--- config.mk ---
export PLATFORM = sky130hd
export DESIGN_NAME = sudoku_check_ctrl
export DESIGN_NICKNAME = d
export VERILOG_FILES = /design/src/rtl/sudoku_check_ctrl.sv
export SDC_FILE = /design/constraint.sdc
export NUM_CORES = 1
export LEC_CHECK = 0
export ABC_AREA = 1
export BUFFER_PORTS_ARGS = -buffer_cell sky130_fd_sc_hd__buf_2
export CAP_MARGIN = 30
export CORE_ASPECT_RATIO = 0.5
export CORE_UTILIZATION = 60
export DETAILED_ROUTE_END_ITERATION = 10
export PLACE_DENSITY = 0.85
export SETUP_SLACK_MARGIN = 0.02
export SLEW_MARGIN = 20
export SYNTH_ARGS = -nofsm -noshare
export SYNTH_HDL_FRONTEND = slang
export SYNTH_SLANG_ARGS = --single-unit
--- constraint.sdc ---
create_clock -name clock -period 7.1 [get_ports clock]
set_input_delay 0 -clock clock [delete_from_list [all_inputs] [get_ports clock]]
set_output_delay 0 -clock clock [all_outputs]
set_load 0.005 [all_outputs]
--- src/rtl/sudoku_check_ctrl.sv ---
// sudoku_check_ctrl
//   Validates a 9x9 Sudoku board held in an external cell memory. It walks
//   27 constraint groups (rows 0-8, columns 9-17, 3x3 boxes 18-26). For each
//   group it reads the nine cells and checks that the values 1..9 each occur
//   exactly once.
//
//   Ports:
//     clock, reset_L        rising-edge clock, asynchronous active-low reset
//     start                 begin a scan; only sampled in IDLE
//     cell_rd, cell_addr    read strobe and cell index (9*row+col) to memory
//     cell_data             cell value, valid the cycle after cell_rd
//     busy                  high in FETCH/EVAL
//     done                  one-cycle pulse when the result is valid
//     board_valid           all groups passed (held)
//     fail_group            first failing group, 31 = none (held)
//     fail_count            number of failing groups (held)
//
//   Parameter EARLY_EXIT: 1 = stop at the first failing group,
//                         0 = scan every group and count the failures.
module sudoku_check_ctrl #(
  parameter bit EARLY_EXIT = 1'b1
) (
  input  logic       clock,
  input  logic       reset_L,
  input  logic       start,
  output logic       cell_rd,
  output logic [6:0] cell_addr,
  input  logic [3:0] cell_data,
  output logic       busy,
  output logic       done,
  output logic       board_valid,
  output logic [4:0] fail_group,
  output logic [4:0] fail_count
);

  typedef enum logic [1:0] {IDLE, FETCH, EVAL, DONE} state_e;

  localparam logic [4:0] NO_FAIL  = 5'd31;
  localparam logic [4:0] LAST_GRP = 5'd26;

  state_e     state_q, state_d;
  logic [4:0] grp_q, grp_d;
  logic [3:0] elem_q, elem_d;
  logic [8:0] mask_q, mask_d;
  logic       bad_q, bad_d;
  logic       rd_q;
  logic [4:0] fcnt_q, fcnt_d;
  logic [4:0] fgrp_q, fgrp_d;
  logic       bv_q, bv_d;

  // Address generation. The address is a pure function of (group, element).
  // Because group/element only change when a new read is issued, cell_addr
  // holds its last value whenever cell_rd is low.
  logic [3:0] row, col, bidx;

  always_comb begin
    row  = '0;
    col  = '0;
    bidx = '0;
    if (grp_q < 5'd9) begin
      row = grp_q[3:0];
      col = elem_q;
    end else if (grp_q < 5'd18) begin
      row = elem_q;
      col = 4'(grp_q - 5'd9);
    end else begin
      bidx = 4'(grp_q - 5'd18);
      row  = (bidx / 4'd3) * 4'd3 + elem_q / 4'd3;
      col  = (bidx % 4'd3) * 4'd3 + elem_q % 4'd3;
    end
  end

  assign cell_addr = {3'b000, row} * 7'd9 + {3'b000, col};

  // Data capture. rd_q marks the cycle in which cell_data is valid. Values
  // outside 1..9 set a sticky bad flag instead of a mask bit. A duplicate
  // leaves some value unseen, so a full mask is both necessary and sufficient.
  logic [8:0] oh;
  logic       dbad;
  logic [8:0] mask_nx;
  logic       bad_nx;
  logic       grp_fail;

  always_comb begin
    oh   = '0;
    dbad = (cell_data == 4'd0) || (cell_data > 4'd9);
    if (!dbad) oh = 9'd1 << (cell_data - 4'd1);
  end

  // In EVAL the ninth datum arrives in the same cycle, so the verdict uses
  // the combinational next mask rather than the register.
  assign mask_nx  = mask_q | (rd_q ? oh : 9'd0);
  assign bad_nx   = bad_q | (rd_q & dbad);
  assign grp_fail = (mask_nx != 9'h1FF) || bad_nx;

  always_comb begin
    state_d = state_q;
    grp_d   = grp_q;
    elem_d  = elem_q;
    mask_d  = mask_q;
    bad_d   = bad_q;
    fcnt_d  = fcnt_q;
    fgrp_d  = fgrp_q;
    bv_d    = bv_q;
    unique case (state_q)
      IDLE: begin
        if (start) begin
          state_d = FETCH;
          grp_d   = '0;
          elem_d  = '0;
          mask_d  = '0;
          bad_d   = 1'b0;
          fcnt_d  = '0;
          fgrp_d  = NO_FAIL;
          bv_d    = 1'b0;
        end
      end
      FETCH: begin
        mask_d = mask_nx;
        bad_d  = bad_nx;
        if (elem_q == 4'd8) state_d = EVAL;
        else                elem_d  = elem_q + 4'd1;
      end
      EVAL: begin
        mask_d = '0;
        bad_d  = 1'b0;
        if (grp_fail) begin
          fcnt_d = fcnt_q + 5'd1;
          if (fgrp_q == NO_FAIL) fgrp_d = grp_q;
        end
        if ((grp_fail && EARLY_EXIT) || grp_q == LAST_GRP) begin
          state_d = DONE;
          // Set here so the flag is already valid during the done pulse.
          bv_d    = (fcnt_d == 5'd0);
        end else begin
          state_d = FETCH;
          grp_d   = grp_q + 5'd1;
          elem_d  = '0;
        end
      end
      DONE: state_d = IDLE;
      default: state_d = IDLE;
    endcase
  end

  always_ff @(posedge clock or negedge reset_L) begin
    if (!reset_L) begin
      state_q <= IDLE;
      grp_q   <= '0;
      elem_q  <= '0;
      mask_q  <= '0;
      bad_q   <= 1'b0;
      rd_q    <= 1'b0;
      fcnt_q  <= '0;
      fgrp_q  <= NO_FAIL;
      bv_q    <= 1'b0;
    end else begin
      state_q <= state_d;
      grp_q   <= grp_d;
      elem_q  <= elem_d;
      mask_q  <= mask_d;
      bad_q   <= bad_d;
      rd_q    <= cell_rd;
      fcnt_q  <= fcnt_d;
      fgrp_q  <= fgrp_d;
      bv_q    <= bv_d;
    end
  end

  assign cell_rd     = (state_q == FETCH);
  assign busy        = (state_q == FETCH) || (state_q == EVAL);
  assign done        = (state_q == DONE);
  assign board_valid = bv_q;
  assign fail_group  = fgrp_q;
  assign fail_count  = fcnt_q;

endmodule

### Word-level counts from Yosys, hierarchy flattened

Cells that the tools add are included.

* output and inout bits: 21
* input port bits: 7
* register bits: 33
* word-level logic and storage cells: 92

* reductions and logical operators: 16
* equality and inequality tests: 14
* $lt $le $gt $ge: 3
* shift-type cells: 1
* bitwise gates (word level): 3
* div/mod/pow operators: 4
* mux-type cells: 30
* add/subtract/negate cells: 9
* multipliers: 3

Operators by type and width (number)
* $mux 5: 7
* $pmux 5 s2: 3
* $mux 4: 7
* $mux 9: 3
* $pmux 9 s3: 1
* $ne 2x2->1 const B: 6
* $pmux 4 s3: 1
* $add 5x1->5 const B: 2
* $eq 5x5->1 const B: 2
* $ne 9x9->1 const B: 1
* $or 9x9->9: 1
* $shl 1x4->9 const A: 1
* $add 4x4->4: 2
* $div 4x2->4 const B: 2
* $mod 4x2->4 const B: 2
* $mul 4x2->4 const B: 2
* $pmux 2 s4: 1
* $reduce_and 4->1: 2
* $add 7x4->7: 1
* $mul 4x4->7 const B: 1
* $mux 2: 3
* $reduce_and 2->1: 3
* $reduce_and 3->1: 2
* $logic_not 5->1: 1
* other kinds (21): 26

### Logic depth before layout (Yosys ltp)

* word-level depth: 12
* gate-level depth with buffers: 37
* mapped depth without buffers: 37

### Least setup slack after synthesis

Ideal clock, no wire load.

* path kind: register to output
* from: register grp_q[1]
* to: output port cell_addr[6]
* setup slack: 1.593 ns
* arrival time: 5.507 ns
* data required time: 7.100 ns
* buffers on the path: 0
* cell stages (with the launch flop): 33
* cell sequence: dfrtp_1 -> inv_1 -> ha_1 -> inv_1 -> nand2_1 -> nand2_2 -> inv_2 -> nand2_1 -> ha_1 -> nand2_1 -> nand2_1 -> nand2_1 -> inv_1 -> ha_1 -> inv_1 -> nand2_2 -> nor2_4 -> inv_1 -> fa_1 -> ha_1 -> fa_1 -> xor2_1 -> xor2_1 -> o211ai_1 -> o21ai_0 -> ha_1 -> ha_1 -> ha_1 -> a21oi_1 -> nand2_1 -> a21o_1 -> a21oi_1 -> xnor2_1

* longest elaborated chain between the ends: 8
* elaborated cells between the ends (all ways): 16

RTL lines
* start: declaration: RTL line 42 `logic [4:0] grp_q, grp_d;`
* start signal: assignment: RTL line 159 `grp_q <= grp_d;`
* $sub 4x2->4: RTL line 67 `bidx = 4'(grp_q - 5'd18);`
* $div 4x2->4: RTL line 68 `row = (bidx / 4'd3) * 4'd3 + elem_q / 4'd3;`
* $mul 4x2->4: RTL line 68
* $add 4x4->4: RTL line 68
* $mux 4: RTL line 63 `end else if (grp_q < 5'd18) begin`
* $mux 4: RTL line 60 `if (grp_q < 5'd9) begin`
* $mul 4x4->7: RTL line 73 `assign cell_addr = {3'b000, row} * 7'd9 + {3'b000, col};`
* $add 7x4->7 *: RTL line 73
* end: declaration: RTL line 27 `output logic [6:0] cell_addr,`

Every way passes the cells marked *; elsewhere a longest branch is shown, timed or not.

### Worst setup path in the final report

Same ends and word-level chain as after synthesis.

==> results.tsv <==
stage	metric	value	unit
outcome	outcome	finished clean	
final_layout	nets	520	
clock_tree	Post-CTS Resized	0	
grt	GRT Overall Usage	26.1	%
logic_synthesis	register bit total from synthesis	33	
sta	Final TNS setup	0	ns
detailed_routing	ANT nets after route	0	
clock_tree	CTS tree	done	
sta	fmax	156	MHz
pwr	combinational power share	52.8	%
pwr	part of the power in the clock network	20.7	%
critical_path	WP data required	7.10	ns
sta	RSZ-0062 raised after global routing	false	
detailed_routing	DR iter-0 viols	176	
sta	Final Skew	0.00920	ns
final_layout	final cell count without fillers	541	
sta	count of final setup violators	0	
detailed_routing	DR WL met3	285	µm
placed_design	total placed cells including tap cells	532	
placed_design	global placer's final weighted congestion	0.846	
logic_synthesis	post-synthesis mux area share	0.352	%
critical_path	Startpoint Class	flip-flop	
die	Horiz. Die Dim	105	µm
logic_synthesis	largest family of logic cells by synthesized area	simple AND/OR/NAND/NOR gates	
final_layout	layout cells sized above 1	16.3	%
sta	relative slew slack	50.8	%
grt	grt ovf	0	
clock_tree	Num CTS Buffers	5	
clock_tree	clk sink count	33	
detailed_routing	WL final	6670	µm
die	Ports	28	
grt	vias in the first global route	2587	
critical_path	Setup crit end kind	primary output	
pwr	Peak VDD IR	0.000267	V
detailed_routing	WL met2	3060	µm
critical_path	Max FO, Critical Path	9	
clock_tree	Worst-Skew Late Latency	0.29	ns
sta	Final Max Tran Viols	0	
clock_tree	Clock Tree Buf Depth	2	
pwr	power per cell area	293	nW/µm²
critical_path	Slowest-stage cell, CP	fa_1	
detailed_routing	Avg Vias per Cell	5.31	
critical_path	Crit path arrival time	6.42	ns
pwr	Psw	0.459	mW
critical_path	CP most frequent cell	ha_1	
sta	min Tclk post-route	6.42	ns
sta	Least-Margin Pin Slew	0.738	ns
detailed_routing	via count	2871	
pwr	total power	1.04	mW
detailed_routing	wire length on met1	3250	µm
critical_path	CP Class	flip-flop to primary output	
clock_tree	htree depth	2	
logic_synthesis	Post-Syn Instances	438	
pwr	Sw Ratio	44.1	%
detailed_routing	top sig layer	met4	
logic_synthesis	Post-Syn Area	3200	µm²
pwr	Leak	1.99	nW
final_layout	# fillers	414	
detailed_routing	Routed WL per cell	12.3	µm
sta	Tcrit/Tclk final	90.4	%
logic_synthesis	XOR/XNOR share of the synthesized area	4.89	%
logic_synthesis	Yosys Warn Count	0	
logic_synthesis	Mapped Avg Cell Area	7.30	µm²
logic_synthesis	register area share after synthesis	26.0	%
grt	first-pass GRT wire length	11600	µm
die	Core Box Area	5020	µm²
die	full die area	5650	µm²
placed_design	Buffers on Ports	27	
logic_synthesis	post-synth cell types	35	
logic_synthesis	syn_nets	488	
clock_tree	clock-pin transition on the worst setup and hold timing paths	0.08	ns
final_layout	synthesis-to-layout area growth	11.1	%
clock_tree	Root Driver	clkbuf_8	
pwr	internal power	0.582	mW
worst_hold_path	min-delay worst type	input pin to flip-flop	
final_layout	Seq. cell area	832	µm²
die	initial core utilization	63.7	%
detailed_routing	1st-pass router iterations	4	
detailed_routing	DR DRC count	0	
die	Die Span Y	53.6	µm
flow_run	max_cap viols	0	
placed_design	DP HPWL	5210	µm
final_layout	antenna diode count	0	
logic_synthesis	Synth Area in Adders	18.0	%
logic_synthesis	Synth Area in Compound Gates	12.2	%
critical_path	Max stage delay on crit path	0.47	ns
pwr	fraction of power consumed by sequential logic	26.5	%
grt	initial antenna violation count	0	
grt	pin count of the biggest net entering global routing	34	
sta	Final Hold Viols	0	
logic_synthesis	Synth Area in Simple Gates	28.6	%
sta	final hold slack	0.0775	ns
die	row cnt	18	
final_layout	area occupied by multi-input gates	2050	µm²
[metal layers]
| metal | global-route usage (%) | up-vias |
|---|---|---|
| li1 | - | 1482 |
| met1 | 34.9 | 1296 |
| met2 | 46.2 | 81 |
| met3 | 3.51 | 12 |
| met4 | 6.57 | 0 |
| met5 | 0 | - |
[cells in the mapped netlist (all sizes together)]
cell type  count  share of area, %
a21o           2              0.47
a21oi         11               1.7
a22oi          1              0.23
and2           2              0.39
buf            1              0.16
clkbuf         2              0.23
dfrtp         28                22
dfstp          5               4.1
fa             5               3.1
ha            38                15
inv           82               9.6
mux2           1              0.35
nand2         92                11
nand3         46               7.8
nand4          4              0.78
nor2          43               6.6
nor3           4               1.1
nor3b          1              0.39
o211ai         7               1.6
o21ai         40               6.8
o21bai         2              0.47
o22ai          4              0.78
xnor2          5               1.4
xor2          12               3.5
[power groups by stage]
stage | clock [mW] | combinational (mW) | sequential (mW)
floorplan | 0 | 0.403 | 0.273
global placement | 0 | 0.534 | 0.276
detailed placement | 0 | 0.544 | 0.279
CTS | 0.215 | 0.552 | 0.275
global route | 0.224 | 0.640 | 0.283
finish | 0.215 | 0.550 | 0.276
[flip-flops by register name, indices dropped and copies added, names as in the netlist]
signal	cells
elem_q	4
state_q	2
grp_q	5
fail_group	5
rd_q	1
bad_q	1
board_valid	1
mask_q	9
fail_count	5
[through the flow]
| step | area (µm²) | worst slack, ns | util, % |
|---|---|---|---|
| after floorplan | 3200 | 1.59 | - |
| after global placement | 3410 | 1.21 | 67.9 |
| after detailed placement | 3410 | 1.01 | 67.9 |
| after CTS | 3550 | 0.704 | 70.8 |
| after global routing | 3550 | 0.256 | 70.8 |
| final | 3550 | 0.681 | 70.8 |
[final timing paths]
| check | from | slack, ns | cells past startpoint | endpoint |
|---|---|---|---|---|
| hold / removal | cell_data[3] | 0.08 | 4 | mask_q[0]$_DFFE_PN0P_ |
| min in group asynchronous | reset_L | 0.30 | 2 | mask_q[0]$_DFFE_PN0P_ |
| setup reg to reg | state_q[0]$_DFFE_PN0P_ | 4.86 | 11 | grp_q[3]$_DFFE_PN0P_ |
| hold reg to reg | mask_q[4]$_DFFE_PN0P_ | 0.49 | 2 | mask_q[4]$_DFFE_PN0P_ |
| setup / recovery | grp_q[1]$_DFFE_PN0P_ | 0.68 | 33 | cell_addr[6] |
| max in group asynchronous | reset_L | 6.32 | 2 | fail_count[2]$_DFFE_PN0P_ |
[logic make-up after synthesis]
logic type      Yosys count
xor+xnor                 17
mux                       1
buf+inv                  85
flops                    33
compound gates           67
fa+ha+maj                43
simple gates            192
[cell type report]
class / count / area share [%]
clock buffers: 5 / 1.94
clock inverters: 3 / 1.83
flip-flops and latches: 33 / 23.4
multi-input cells: 320 / 57.6
repair buffers: 28 / 4.08
inverters: 82 / 8.66
well taps: 70 / 2.46
[cell usage in the layout, fill, tap and decap left out, types with 4 or more instances in the layout]
cell type,instances
nand4_1,4
nand2_2,8
nand3_1,42
nor2_1,34
o211ai_1,7
xnor2_1,5
clkbuf_8,5
xor2_1,11
nand3_2,4
a21oi_1,11
nand2_1,84
buf_2,27
o21ai_2,5
o22ai_1,4
inv_2,6
o21ai_0,29
dfrtp_1,28
dfstp_2,5
nor2_2,5
o21ai_1,6
fa_1,5
ha_1,38
inv_1,76
[worst max-delay path, delay by kind of cell, from the launching register on]
family / cells / cell delay [ns]
adders and majority gates: 9 / 2.77
and+or+nand+nor: 9 / 0.87
AOI/OAI and AO/OA: 5 / 0.81
buffers and inverters: 7 / 0.75
xor gates and xnor gates: 3 / 0.47
DFF: 1 / 0.45
[repair_timing]
action	CTS	global route
hold buffers	1	0
buffers inserted	0	0
hold endpoints to repair	28	0
endpoints found under the setup margin	0	0
Power figures use the tool's default switching activity.
